## config.mk

```make
export PLATFORM = sky130hd
export DESIGN_NAME = cmos_wr_arbiter
export DESIGN_NICKNAME = d
export VERILOG_FILES = /design/src/rtl/cmos_pkg.sv /design/src/rtl/cmos_wr_chan_ctx.sv /design/src/rtl/cmos_wr_arbiter.sv
export SDC_FILE = /design/constraint.sdc
export NUM_CORES = 1
export LEC_CHECK = 0
export ABC_AREA = 1
export CORE_ASPECT_RATIO = 0.75
export CORE_UTILIZATION = 45
export CTS_BUF_LIST = sky130_fd_sc_hd__clkbuf_8
export DETAILED_ROUTE_END_ITERATION = 12
export GPL_TIMING_DRIVEN = 1
export PLACE_DENSITY_LB_ADDON = 0.2
export SETUP_SLACK_MARGIN = 0.5
export SLEW_MARGIN = 20
export SYNTH_ARGS = -nofsm -noshare
export SYNTH_HDL_FRONTEND = slang
export SYNTH_SLANG_ARGS = --single-unit
```

## constraint.sdc

```tcl
create_clock -name clk -period 5.2 [get_ports clk]
set_input_delay 0.78 -clock clk [delete_from_list [all_inputs] [get_ports clk]]
set_output_delay 0.78 -clock clk [all_outputs]
set_load 0.02 [all_outputs]
```

## src/rtl/cmos_pkg.sv

```systemverilog
// Shared constants and FSM encoding for the two-channel CMOS frame writer.
package cmos_pkg;

  localparam int          BURST_LEN   = 16;
  localparam int          FRAME_BYTES = 1843200;
  localparam logic [27:0] CH0_BASE    = 28'h0000000;
  localparam logic [27:0] CH1_BASE    = 28'h0400000;
  localparam logic [27:0] BUF_STRIDE  = 28'h0200000;

  localparam int ADDR_W = 28;
  localparam int OFS_W  = 21;
  localparam int CNT_W  = 11;

  typedef enum logic [1:0] {
    ST_IDLE = 2'd0,
    ST_CMD  = 2'd1,
    ST_DATA = 2'd2
  } wr_state_t;

endpackage

```

## src/rtl/cmos_wr_chan_ctx.sv

```systemverilog
// Per-channel write context: frame offset, double-buffer select, pending
// frame-start and sticky overrun flag. Produces the channel's eligibility
// and the byte address of its next burst.
module cmos_wr_chan_ctx #(
  parameter int          BURST_LEN   = cmos_pkg::BURST_LEN,
  parameter int          FRAME_BYTES = cmos_pkg::FRAME_BYTES,
  parameter logic [27:0] BASE        = cmos_pkg::CH0_BASE,
  parameter logic [27:0] BUF_STRIDE  = cmos_pkg::BUF_STRIDE
) (
  input  logic        clk,
  input  logic        rst,
  input  logic        en,
  input  logic        frame_start,
  input  logic [10:0] fifo_cnt,
  input  logic        busy,
  input  logic        burst_done,
  output logic        eligible,
  output logic [27:0] addr,
  output logic        buf_idx,
  output logic        ovf
);
  import cmos_pkg::*;

  localparam int            EW        = OFS_W + 1;
  localparam logic [EW-1:0] STEP      = EW'(2 * BURST_LEN);
  localparam logic [EW-1:0] FRAME_LIM = EW'(FRAME_BYTES);

  logic [OFS_W-1:0] offset;
  logic             wbuf;
  logic             pending;
  logic [EW-1:0]    next_end;
  logic             frame_full;
  logic             cnt_ok;
  logic             restart;

  // A burst may only start if it fits entirely inside the frame.
  assign next_end   = {1'b0, offset} + STEP;
  assign frame_full = next_end > FRAME_LIM;
  assign cnt_ok     = fifo_cnt >= CNT_W'(BURST_LEN);

  // A raw frame-start pulse is treated like a pending one so that a grant
  // and a buffer swap can never land on the same edge.
  assign eligible = en && cnt_ok && !frame_full && !pending && !frame_start;
  assign addr     = BASE + (wbuf ? BUF_STRIDE : '0) + {{(ADDR_W-OFS_W){1'b0}}, offset};

  // Frame restart is deferred while this channel owns the bus.
  assign restart = !busy && (frame_start || pending);

  // Offset, buffer toggling, pending frame-start and overrun bookkeeping.
  always_ff @(posedge clk or posedge rst) begin
    if (rst) begin
      offset  <= '0;
      wbuf    <= 1'b0;
      buf_idx <= 1'b1;
      pending <= 1'b0;
      ovf     <= 1'b0;
    end else begin
      if (restart) begin
        offset  <= '0;
        wbuf    <= ~wbuf;
        buf_idx <= wbuf;
        pending <= 1'b0;
      end else begin
        if (burst_done) offset <= next_end[OFS_W-1:0];
        if (frame_start) pending <= 1'b1;
      end
      if (frame_full && cnt_ok) ovf <= 1'b1;
    end
  end

endmodule

```

## src/rtl/cmos_wr_arbiter.sv

```systemverilog
// Two-channel round-robin write arbiter: moves BURST_LEN-word bursts from
// two FWFT pixel FIFOs into a memory command/data interface.
//
// Handshake: a command transfers on a cycle where cmd_valid && cmd_ready;
// a data beat transfers on a cycle where wd_valid && wd_ready. Once valid
// is raised, valid and its payload stay stable until the transfer happens.
module cmos_wr_arbiter #(
  parameter int          BURST_LEN   = cmos_pkg::BURST_LEN,
  parameter int          FRAME_BYTES = cmos_pkg::FRAME_BYTES,
  parameter logic [27:0] CH0_BASE    = cmos_pkg::CH0_BASE,
  parameter logic [27:0] CH1_BASE    = cmos_pkg::CH1_BASE,
  parameter logic [27:0] BUF_STRIDE  = cmos_pkg::BUF_STRIDE
) (
  input  logic        clk,
  input  logic        rst,
  input  logic        ch0_en,
  input  logic        ch0_frame_start,
  input  logic [10:0] ch0_fifo_cnt,
  input  logic [15:0] ch0_rd_data,
  output logic        ch0_rd_en,
  output logic        ch0_buf,
  output logic        ch0_ovf,
  input  logic        ch1_en,
  input  logic        ch1_frame_start,
  input  logic [10:0] ch1_fifo_cnt,
  input  logic [15:0] ch1_rd_data,
  output logic        ch1_rd_en,
  output logic        ch1_buf,
  output logic        ch1_ovf,
  output logic        cmd_valid,
  input  logic        cmd_ready,
  output logic [27:0] cmd_addr,
  output logic [7:0]  cmd_len,
  output logic        wd_valid,
  input  logic        wd_ready,
  output logic [15:0] wd_data,
  output logic        wd_last,
  output logic [1:0]  fsm_state
);
  import cmos_pkg::*;

  localparam int               BEAT_W    = (BURST_LEN > 1) ? $clog2(BURST_LEN) : 1;
  localparam logic [BEAT_W-1:0] LAST_BEAT = BEAT_W'(BURST_LEN - 1);
  localparam logic [7:0]        LEN_M1    = 8'(BURST_LEN - 1);

  wr_state_t         state;
  logic              grant;
  logic              last_grant;
  logic [BEAT_W-1:0] beat;
  logic              elig0, elig1;
  logic [27:0]       addr0, addr1;
  logic              pick;
  logic              beat_fire;
  logic              burst_end;
  logic              busy0, busy1;

  assign fsm_state = state;

  // Round-robin: on a tie the channel not granted last time wins.
  assign pick = (elig0 && elig1) ? ~last_grant : elig1;

  assign beat_fire = wd_valid && wd_ready;
  assign burst_end = beat_fire && wd_last;
  assign busy0     = (state != ST_IDLE) && !grant;
  assign busy1     = (state != ST_IDLE) && grant;

  // Data path passes the granted FIFO head straight through; pops follow beats.
  assign wd_data   = grant ? ch1_rd_data : ch0_rd_data;
  assign ch0_rd_en = beat_fire && !grant;
  assign ch1_rd_en = beat_fire && grant;

  cmos_wr_chan_ctx #(
    .BURST_LEN  (BURST_LEN),
    .FRAME_BYTES(FRAME_BYTES),
    .BASE       (CH0_BASE),
    .BUF_STRIDE (BUF_STRIDE)
  ) u_ctx0 (
    .clk        (clk),
    .rst        (rst),
    .en         (ch0_en),
    .frame_start(ch0_frame_start),
    .fifo_cnt   (ch0_fifo_cnt),
    .busy       (busy0),
    .burst_done (burst_end && !grant),
    .eligible   (elig0),
    .addr       (addr0),
    .buf_idx    (ch0_buf),
    .ovf        (ch0_ovf)
  );

  cmos_wr_chan_ctx #(
    .BURST_LEN  (BURST_LEN),
    .FRAME_BYTES(FRAME_BYTES),
    .BASE       (CH1_BASE),
    .BUF_STRIDE (BUF_STRIDE)
  ) u_ctx1 (
    .clk        (clk),
    .rst        (rst),
    .en         (ch1_en),
    .frame_start(ch1_frame_start),
    .fifo_cnt   (ch1_fifo_cnt),
    .busy       (busy1),
    .burst_done (burst_end && grant),
    .eligible   (elig1),
    .addr       (addr1),
    .buf_idx    (ch1_buf),
    .ovf        (ch1_ovf)
  );

  // Burst sequencer: grant in IDLE, issue command, stream BURST_LEN beats.
  always_ff @(posedge clk or posedge rst) begin
    if (rst) begin
      state      <= ST_IDLE;
      grant      <= 1'b0;
      last_grant <= 1'b1;
      beat       <= '0;
      cmd_valid  <= 1'b0;
      cmd_addr   <= '0;
      cmd_len    <= '0;
      wd_valid   <= 1'b0;
      wd_last    <= 1'b0;
    end else begin
      case (state)
        ST_IDLE: begin
          if (elig0 || elig1) begin
            grant      <= pick;
            last_grant <= pick;
            cmd_addr   <= pick ? addr1 : addr0;
            cmd_len    <= LEN_M1;
            cmd_valid  <= 1'b1;
            state      <= ST_CMD;
          end
        end
        ST_CMD: begin
          if (cmd_ready) begin
            cmd_valid <= 1'b0;
            wd_valid  <= 1'b1;
            beat      <= '0;
            wd_last   <= (BURST_LEN == 1);
            state     <= ST_DATA;
          end
        end
        ST_DATA: begin
          if (wd_ready) begin
            if (wd_last) begin
              wd_valid <= 1'b0;
              wd_last  <= 1'b0;
              beat     <= '0;
              state    <= ST_IDLE;
            end else begin
              beat    <= beat + BEAT_W'(1);
              wd_last <= ((beat + BEAT_W'(1)) == LAST_BEAT);
            end
          end
        end
        default: state <= ST_IDLE;
      endcase
    end
  end

endmodule

```

Word level (Yosys, flattened, before mapping)
Cells that the tools add are included.
Storage, ports and cells
  bits in registers: 90
  bits of input ports: 62
  output and inout port bits: 63
  logic and storage cells: 117
Cells by class
  add/sub/neg operators: 6
  magnitude comparators: 4
  eq/ne operators: 7
  muxes and demuxes: 32
  bitwise operators: 3
  reduce and logical (&&, ||, !) cells: 46
Operators with widths (number)
  two-way mux 21 bit: 4
  adder 28 x 21 -> 28 bit: 2
  adder 21 x 6 -> 22 bit (second input constant): 2
  greater-than comparator 22 x 21 -> 1 bit (second input constant): 2
  two-way mux 22 bit: 2
  adder 23 x 28 -> 28 bit (first input constant): 1
  two-way mux 28 bit: 1
  greater-or-equal comparator 11 x 5 -> 1 bit (second input constant): 2
  logical AND 1 bit: 21
  two-way mux 16 bit: 1
  nonzero test 2 bit: 7
  two-way mux 1 bit: 12
  two-way mux 4 bit: 3
  logical NOT 1 bit: 9
  two-way mux 2 bit: 4
  inequality test 2 bit (second input constant): 4
  one-hot mux 4 bit (2 select lines): 1
  AND reduction 4 bit: 2
  one-hot mux 1 bit (2 select lines): 3
  one-hot mux 2 bit (3 select lines): 1
  AND reduction 3 bit: 2
  adder 4 x 1 -> 4 bit (second input constant): 1
  equality test 4 bit (second input constant): 1
  logical OR 1 bit: 3
  5 further kinds: 7

Depth between registers and ports, before layout
Gate-level depths: netlist of the first run.
  depth after elaboration: 9
  gate-level depth with buffers: 19
  depth with buffers taken out: 18

Cells and area by module
A second synthesis of the first run with hierarchy kept.
Unflattened totals
  cell total of the unflattened synthesis: 757
  area total of the unflattened synthesis: 5146.2 µm²
Modules (own cells, without submodules)
  cmos_wr_arbiter: times used 1, cells each 346, area each 2364.8 µm², seq. area each 1002.2 µm²
  cmos_wr_chan_ctx (u_ctx0): times used 1, cells each 208, area each 1403.8 µm², seq. area each 501.7 µm²
  cmos_wr_chan_ctx (u_ctx1): times used 1, cells each 203, area each 1377.6 µm², seq. area each 501.7 µm²

Least setup slack after synthesis of the first run
Ideal clock, no wire load.
  path kind: register -> register
  from: reg u_ctx0.offset[5]
  to: reg cmd_addr[8]
  setup time: 117 ps
  arrival time: 1911 ps
  data required time: 5083 ps
  path slack: 3172 ps
  stages on the path, launching flop included: 18
  buffers on the path: 1
  clock period less this slack: 2028 ps
  cell sequence: dfrtp_1 > ha_1 > nand3_2 > inv_2 > nand3_1 > nand2_1 > nand2_1 > nor2_2 > inv_1 > nor2_1 > nand3_1 > nand2_2 > nand2_2 > a21oi_4 > inv_2 > buf_6 > nand2_1 > nand2_1
On the way
  cells in the longest elaborated chain, start to end: 9
  elaborated cells between the ends (all ways): 12
  those cells by class: 2 x add/sub; 1 x order compare; 2 x mux; 7 x reduce/logical
Ends and longest elaborated chain
  from (decl): RTL line cmos_wr_chan_ctx.sv:28  | logic [OFS_W-1:0] offset;
  from (signal assigned): RTL line cmos_wr_chan_ctx.sv:64  | if (burst_done) offset <= next_end[OFS_W-1:0];
  adder 21 x 6 -> 22 bit: RTL line cmos_wr_chan_ctx.sv:37  | assign next_end = {1'b0, offset} + STEP;
  greater-than comparator 22 x 21 -> 1 bit: RTL line cmos_wr_chan_ctx.sv:38  | assign frame_full = next_end > FRAME_LIM;
  logical NOT 1 bit: RTL line cmos_wr_chan_ctx.sv:43  | assign eligible = en && cnt_ok && !frame_full && !pending && !frame_start;
  logical AND 1 bit (3 in a row): RTL line cmos_wr_chan_ctx.sv:43
  logical AND 1 bit: RTL line cmos_wr_arbiter.sv:60  | assign pick = (elig0 && elig1) ? ~last_grant : elig1;
  two-way mux 1 bit: RTL line cmos_wr_arbiter.sv:60
  two-way mux 28 bit: RTL line cmos_wr_arbiter.sv:128  | cmd_addr <= pick ? addr1 : addr0;
  to (signal assigned): RTL line cmos_wr_arbiter.sv:128
  to (decl): RTL line cmos_wr_arbiter.sv:32  | output logic [27:0] cmd_addr,
Several ways; a longest one is shown, not always the timed one.
A chain may end at the register's enable or synchronous reset.

==> summary.txt, run 1 <==
Yosys
  – Top FF cell, synth: dfrtp_1
  – Largest area contributor in the netlist: dfrtp_1
  – Largest cells by area after synthesis: dfrtp_1 38%, nand2_1 19%, nand3_1 7.7%
  – Fraction of registers with async set/reset: 100.0%
  – Distinct cell type count after synthesis: 35
  – Mapped Area: 4314 sq um
  – Yosys top cell area share: 38.28%
  – Mapped Avg Cell Area: approximately 7.0 sq um
  – Sequential cell area fraction in the yosys report: 40.11%
  – EDFF count, synth: 0
  – Cells after synthesis: 620
  – Count of state elements after synthesis: ~70
  – Synthesis Warnings: 0

Finish
  – ANT cells: 0
  – Nets: 782
  – Synth-to-Final Area Change: 27.99%
  – Fillcell total: between 800 and 900
  – Share of layout cells above drive strength 1: 6.103%

Global routing
  – Number of global-route vias before repair: between 4000 and 5000
  – Largest net degree at the start of global routing: 44
  – Gr usage total: about a quarter
  – Gr ovfl total: 0
  – Initial antenna violation count: 0
  – First-pass GRT wire length: 19780 microns

Setup path
  – Worst path max stage delay: 0.77 ns
  – Critical-path top delay cell: dfrtp_1
  – CP Max Fanout: 22
  – CP Class: reg2out
  – Worst setup SP type: flop
  – Worst Path Required: about 4.4 ns
  – Crit end category: primary output
  – Critical Path AT: between 2 and 2.5 ns
  – Crit-path cells: inv_1, nor2_1, clkdlybuf4s50_1

Clock tree
  – Post-CTS setup buffer count: 0
  – CTS root buf: clkbuf_8
  – CTS tree: yes
  – CTS Buf Count: 9
  – CTS resizes: 0
  – Clk_lat worst skew: 0.36 ns
  – Clock transition at path regs: 0.08 ns
  – Clk buf depth: 2
  – Clk sink count: 69
  – H-tree levels: 3
  – CTS hold repair buffers: 0

Placement
  – Dpl hpwl: 8806 microns
  – Port Buffers: ~100
  – Gp weighted congestion: 0.9470

Pwr
  – Comb power frac: 43.4%
  – Peak VDD IR: 207.6 uV
  – P_sw: ~840 uW
  – Clock power frac: 21.1%
  – Power Internal: roughly 1300 uW
  – Power Density: 381.1 nW/um^2
  – Leak pwr: 0.002632 uW
  – Sequential Power Share: between 30 and 40%
  – Pwr Total: approximately 2100 uW
  – Sw Share: 40.06%

Floorplanning
  – Die area: 9987 sq um
  – Die X: 115.1 microns
  – Die Span Y: 86.80 microns
  – Initial Util: a little under half
  – # rows: 30
  – Io pins: 125
  – Core area: about 9200 sq um

Detailed routing
  – Via count: approximately 4300
  – Vias/cell: around 5.1
  – Antenna-violating nets left: 0
  – Starting DRT DRC Count: 374
  – Post-Route WL: around 12000 microns
  – WL/cell: 14.02 microns
  – Residual DRC: 0
  – DRT Pass-1 Iters: 5

Timing
  – RSZ-0062 raised after global routing: false
  – Clock skew: 0.01047 ns
  – Fmax achieved: 0.3094 GHz
  – Final Hold Vio Count: 0
  – Final setup fails: 0
  – Tcrit/Tclk final: 62.15%
  – Minimum clock period: 3.232 ns
  – Slew HR: between 50% and 60%
  – Final setup TNS: 0 ns
  – Worst-margin pin slew: 0.7137 ns
  – Slew Limit Fails: 0

Flow run
  – Max-cap violations: 0

Min path
  – Hold crit path type: reg2reg

Run status
  – Status: finished, final reports clean
[cells by family after synthesis]
group	after synthesis	synth area share, %
AO/OA/AOI/OAI	53	7.164
adder cells (fa/ha/maj)	4	1.160
other	1	0.08692
flip-flops	69	40.11
AND/OR/NAND/NOR	380	38.20
buffers and inverters	105	11.66
XOR/XNOR	8	1.624
[cells in the mapped netlist, types with 5 or more instances]
cell type  instances
nor2_1            49
nor3_1             6
o21ai_0           28
nand3_1           66
dfrtp_1           66
xor2_1             7
inv_1             70
nor2_2             5
o22ai_1           16
buf_4             20
nand4_1           13
clkbuf_1           5
nand2_2            6
nand2_1          224
[layout make-up]
cell class,instances,area (sq um),area share [%]
repair buffers,103,1028,18.63
inverters,74,280.3,5.076
multi-input cells,459,2130,38.57
clock inverters,6,55.05,0.9971
well taps,128,160.2,2.901
flip-flops and latches,69,1730,31.34
clock buffers,10,137.6,2.493
[stage by stage]
stage	setup slack, ns	hold WS, ns	std cells	instance area (sq um)	utilization [%]
2_1_floorplan	2.685	0.4416	633	4363	-
3_3_place_gp	2.158	0.4553	833	5329	58.18
3_5_place_dp	2.049	0.4615	833	5329	58.18
4_1_cts	1.917	0.4760	849	5522	60.29
5_1_grt	1.724	0.4938	849	5522	60.29
6_report	1.968	0.4773	849	5522	60.29
[placed cells by master (no fill, tap or decap), drive strengths merged]
cell / synthesis / final
o32ai: 1 / 1
clkdlybuf4s50: 0 / 102
a21oi: 3 / 3
xnor2: 1 / 1
bufinv: 0 / 1
o21bai: 2 / 2
conb: 1 / 14
clkbuf: 5 / 10
o21ai: 31 / 31
nand4: 13 / 13
xor2: 7 / 7
nor2: 57 / 57
nand3: 69 / 69
clkinvlp: 0 / 1
dfrtp: 66 / 66
dfstp: 3 / 3
ha: 4 / 4
or2: 1 / 1
nor3: 6 / 6
nor4: 2 / 2
nand2: 232 / 232
o22ai: 16 / 16
buf: 26 / 1
inv: 74 / 76
clkinv: 0 / 2
[power groups by stage]
stage / logic (uW) / clock network, uW / registers, uW
global route: 991 / 473 / 761
global placement: 909 / 0 / 750
floorplan: 437 / 0 / 833
CTS: 923 / 448 / 746
detailed placement: 920 / 0 / 755
finish: 913 / 445 / 747
[critical path, delay by kind of cell, from the launching register on]
| family | cells | cell delay [ns] |
|---|---|---|
| buf+inv | 2 | 1.12 |
| simple gates | 1 | 0.19 |
| flops | 1 | 0.77 |
[sequential cells by signal, indices dropped and copies added, names as in the netlist, 2 cells and up]
register / count
fsm_state: 2
beat: 4
u_ctx0.offset: 16
cmd_addr: 18
u_ctx1.offset: 16
[metal layers]
metal	vias up	part of all wire (%)	GRT usage [%]
li1	2136	-	-
met1	2025	47	35.00
met2	165	44	41.29
met3	11	7.4	6.364
met4	0	1.4	7.792
met5	-	0	0
[path summary, 6_finish.rpt]
path                                       start                to  slack [ns]  depth (start not counted)
worst max-delay path                cmd_addr[22]         ch1_rd_en        1.97                          3
worst min-delay path                 u_ctx0.wbuf       u_ctx0.wbuf        0.48                          1
worst max register to register  u_ctx0.offset[5]       cmd_addr[9]        2.08                         16
worst min register to register       u_ctx0.wbuf       u_ctx0.wbuf        0.48                          1
max in group asynchronous                    rst  u_ctx1.offset[8]        3.43                          3
min in group asynchronous                    rst           wd_last        0.78                          2
(Power assumes the default switching activity.)
==> inputs of run 2 (changes only) <==
- clock period: 5.2 -> 3.2 ns (I/O delays scaled with it)
==> summary.txt, run 2 (synthesized netlist as in run 1, its figures left out) <==
Clock tree
  – CTS root buf: clkbuf_8
  – CTS tree: yes
  – Clk sink count: 69 (unchanged)
  – Clk buf depth: 2 (unchanged)
  – Clock transition at path regs: 0.08 ns (about the same)
  – H-tree levels: 3 (unchanged)
  – CTS hold repair buffers: 0 (unchanged)
  – Clk_lat worst skew: 0.35 ns (about the same)
  – CTS Buf Count: 9 (unchanged)

Finish
  – Max reg flops: 18 (unchanged)
  – Final core occ: 61.35% (+1.1 points)
  – ANT cells: 0 (unchanged)
  – Share of layout cells above drive strength 1: 7.671% (+1.6 points)
  – Nets: 791 (+1.2%)
  – Top reg by flops: cmd_addr
  – Fillcell total: 868 (-3.1%)
  – Biggest regs: cmd_addr (18), u_ctx0.offset (16), u_ctx1.offset (16)
  – Synth-to-Final Area Change: 30.25%
  – Leading cell types in the layout, fill and taps excluded: 224 x nand2_1, 102 x clkdlybuf4s50_1, 69 x inv_1, 66 x nand3_1, 66 x dfrtp_1
  – Commonest non-fill, non-tap cell in the layout: nand2_1

Global routing
  – First-pass GRT wire length: 19600 microns (-0.87%)
  – Largest net degree at the start of global routing: 34 (-23%)
  – Gr usage total: 25.37% (-0.59 points)
  – Initial antenna violation count: 0 (unchanged)
  – Number of global-route vias before repair: 4154 (+0.56%)
  – Gr ovfl total: 0 (unchanged)

Setup path
  – Crit path from: cmd_addr[22]
  – Setup crit end: ch1_rd_en
  – R2r worst-path depth: 16 (unchanged)
  – Worst path max stage delay: 0.63 ns (-0.14 ns)
  – Crit end category: primary output
  – Worst Path Required: 2.72 ns (-1.70 ns)
  – Worst setup SP type: flop
  – Critical-path top delay cell: clkdlybuf4s50_1
  – CP Class: reg2out
  – Crit-path cells: buf_4, clkinvlp_4, nor2_1, clkdlybuf4s50_1
  – WP depth: 4 (+1)
  – Reg2reg setup slack: 0.73 ns (-1.35 ns)
  – Critical Path AT: 2.10 ns (-0.35 ns)
  – CP bufs+invs: 3 (+1)
  – CP top delay family: buffers and inverters
  – Reg2reg start: u_ctx0.offset[6]
  – CP Max Fanout: 22 (unchanged)
  – Reg-to-Reg End: cmd_addr[20]

Floorplanning
  – Die Span Y: 86.80 microns (unchanged)
  – Initial Util: 47.10% (unchanged)
  – Die area: 9987 sq um (unchanged)
  – Core area: 9159 sq um (unchanged)
  – Io pins: 125 (unchanged)
  – # rows: 30 (unchanged)
  – Die X: 115.1 microns (unchanged)

Timing
  – Fmax achieved: 0.3882 GHz
  – Clock skew: 0.007697 ns (-0.002775 ns)
  – Minimum clock period: roughly 2.6 ns
  – Slew Limit Fails: 0 (unchanged)
  – Final setup TNS: 0 ns (unchanged)
  – Tcrit/Tclk final: 80.50%
  – Final Hold Vio Count: 0 (unchanged)
  – Slew HR: 54.19% (+1.9 points)
  – Worst-margin pin slew: 0.6862 ns (-0.02751 ns)
  – Final setup fails: 0 (unchanged)
  – RSZ-0062 raised after global routing: true

Detailed routing
  – DRT Pass-1 Iters: 5 (unchanged)
  – WL/cell: 13.77 microns (-1.8%)
  – Vias/cell: 5.108 (about the same)
  – Via count: 4383 (+1.1%)
  – Starting DRT DRC Count: 356 (-4.8%)
  – Residual DRC: 0 (unchanged)
  – Post-Route WL: 11820 microns (-0.74%)
  – Antenna-violating nets left: 0 (unchanged)

Pwr
  – Peak VDD IR: 323.1 uV (+56%)
  – Leak pwr: 0.002670 uW (+1.4%)
  – Power Density: 596.7 nW/um^2 (+57%)

Min path
  – Hold crit path type: reg2reg

Placement
  – Dpl hpwl: 8958 microns (+1.7%)
  – Gp weighted congestion: 0.9720 (+2.6%)
  – Port Buffers: 102 (unchanged)

Run status
  – Status: finished, final reports clean

Flow run
  – Max-cap violations: 0 (unchanged)
run 2: cell count changes in the layout (fill, tap and decap cells not counted), moves of 2 or more:
| cell | previous run | this run |
|---|---|---|
| inv_1 | 71 | 69 |
| buf_4 | 1 | 8 |
| clkinv_4 | 0 | 2 |
| inv_2 | 4 | 2 |
run 2: worst min path at each step:
stage	startpoint	to	slack, ns	cells past startpoint
2_1_floorplan	u_ctx0.wbuf	u_ctx0.wbuf	0.44	1
3_3_place_gp	u_ctx0.wbuf	u_ctx0.wbuf	0.46	1
3_5_place_dp	u_ctx0.wbuf	u_ctx0.wbuf	0.46	1
4_1_cts	u_ctx1.wbuf	u_ctx1.wbuf	0.47	1
5_1_grt	u_ctx0.wbuf	u_ctx0.wbuf	0.50	1
6_report	u_ctx1.wbuf	u_ctx1.wbuf	0.47	1
run 2: layout make-up:
type / count / area (sq um) / share of cell area [%]
timing repair buffer: 112 / 1116 / 19.86
clock inverter: 7 / 43.79 / 0.7793
multi-input combinational: 459 / 2153 / 38.32
inverter: 74 / 291.5 / 5.188
clock buffer: 9 / 123.9 / 2.204
tap: 128 / 160.2 / 2.850
sequential: 69 / 1730 / 30.79
run 2: worst reg2reg max path, stage by stage, from the launching register on:
cell and delay [ns]:
dfrtp_1 0.39, ha_2 0.24, nand3_4 0.12, nor2_4 0.16, nand3_1 0.08, nand2_1 0.06, nand2_1 0.07, inv_1 0.06
nand2_1 0.05, nor2_1 0.16, nand3_1 0.12, nand2_2 0.16, nand2_2 0.09, a21oi_4 0.30, buf_4 0.20, nand3_1 0.08
nand2_1 0.07
run 2: repair_timing:
action | in CTS | in global routing
setup endpoints to repair | 5 | 26
gates resized for setup | 1 | 10
buffers inserted | 0 | 4
pin swaps | 0 | 2
run 2: routing by layer:
layer  GRT usage (%)  vias to the layer above  share of wire (%)
li1                -                     2150                  -
met1           34.76                     2013                 45
met2           39.70                      202                 44
met3           6.923                       18                9.3
met4           6.494                        0                1.4
met5               0                        -                  0
run 2: metrics by stage:
stage	hold slack (ns)	total power, uW	cells	worst slack (ns)	area [sq um]
2_1_floorplan	0.4416	2063	633	0.9851	4363
3_3_place_gp	0.4553	2704	838	0.6437	5366
3_5_place_dp	0.4580	2726	838	0.5442	5366
4_1_cts	0.4717	3355	854	0.5266	5538
5_1_grt	0.5037	3567	858	0.4801	5619
6_report	0.4685	3353	858	0.6240	5619
run 2: report_power, final:
part / total [uW] / switching (uW) / internal (uW)
clock: 622 / 346 / 276
sequential: 1170 / 110 / 1060
combinational: 1560 / 911 / 646
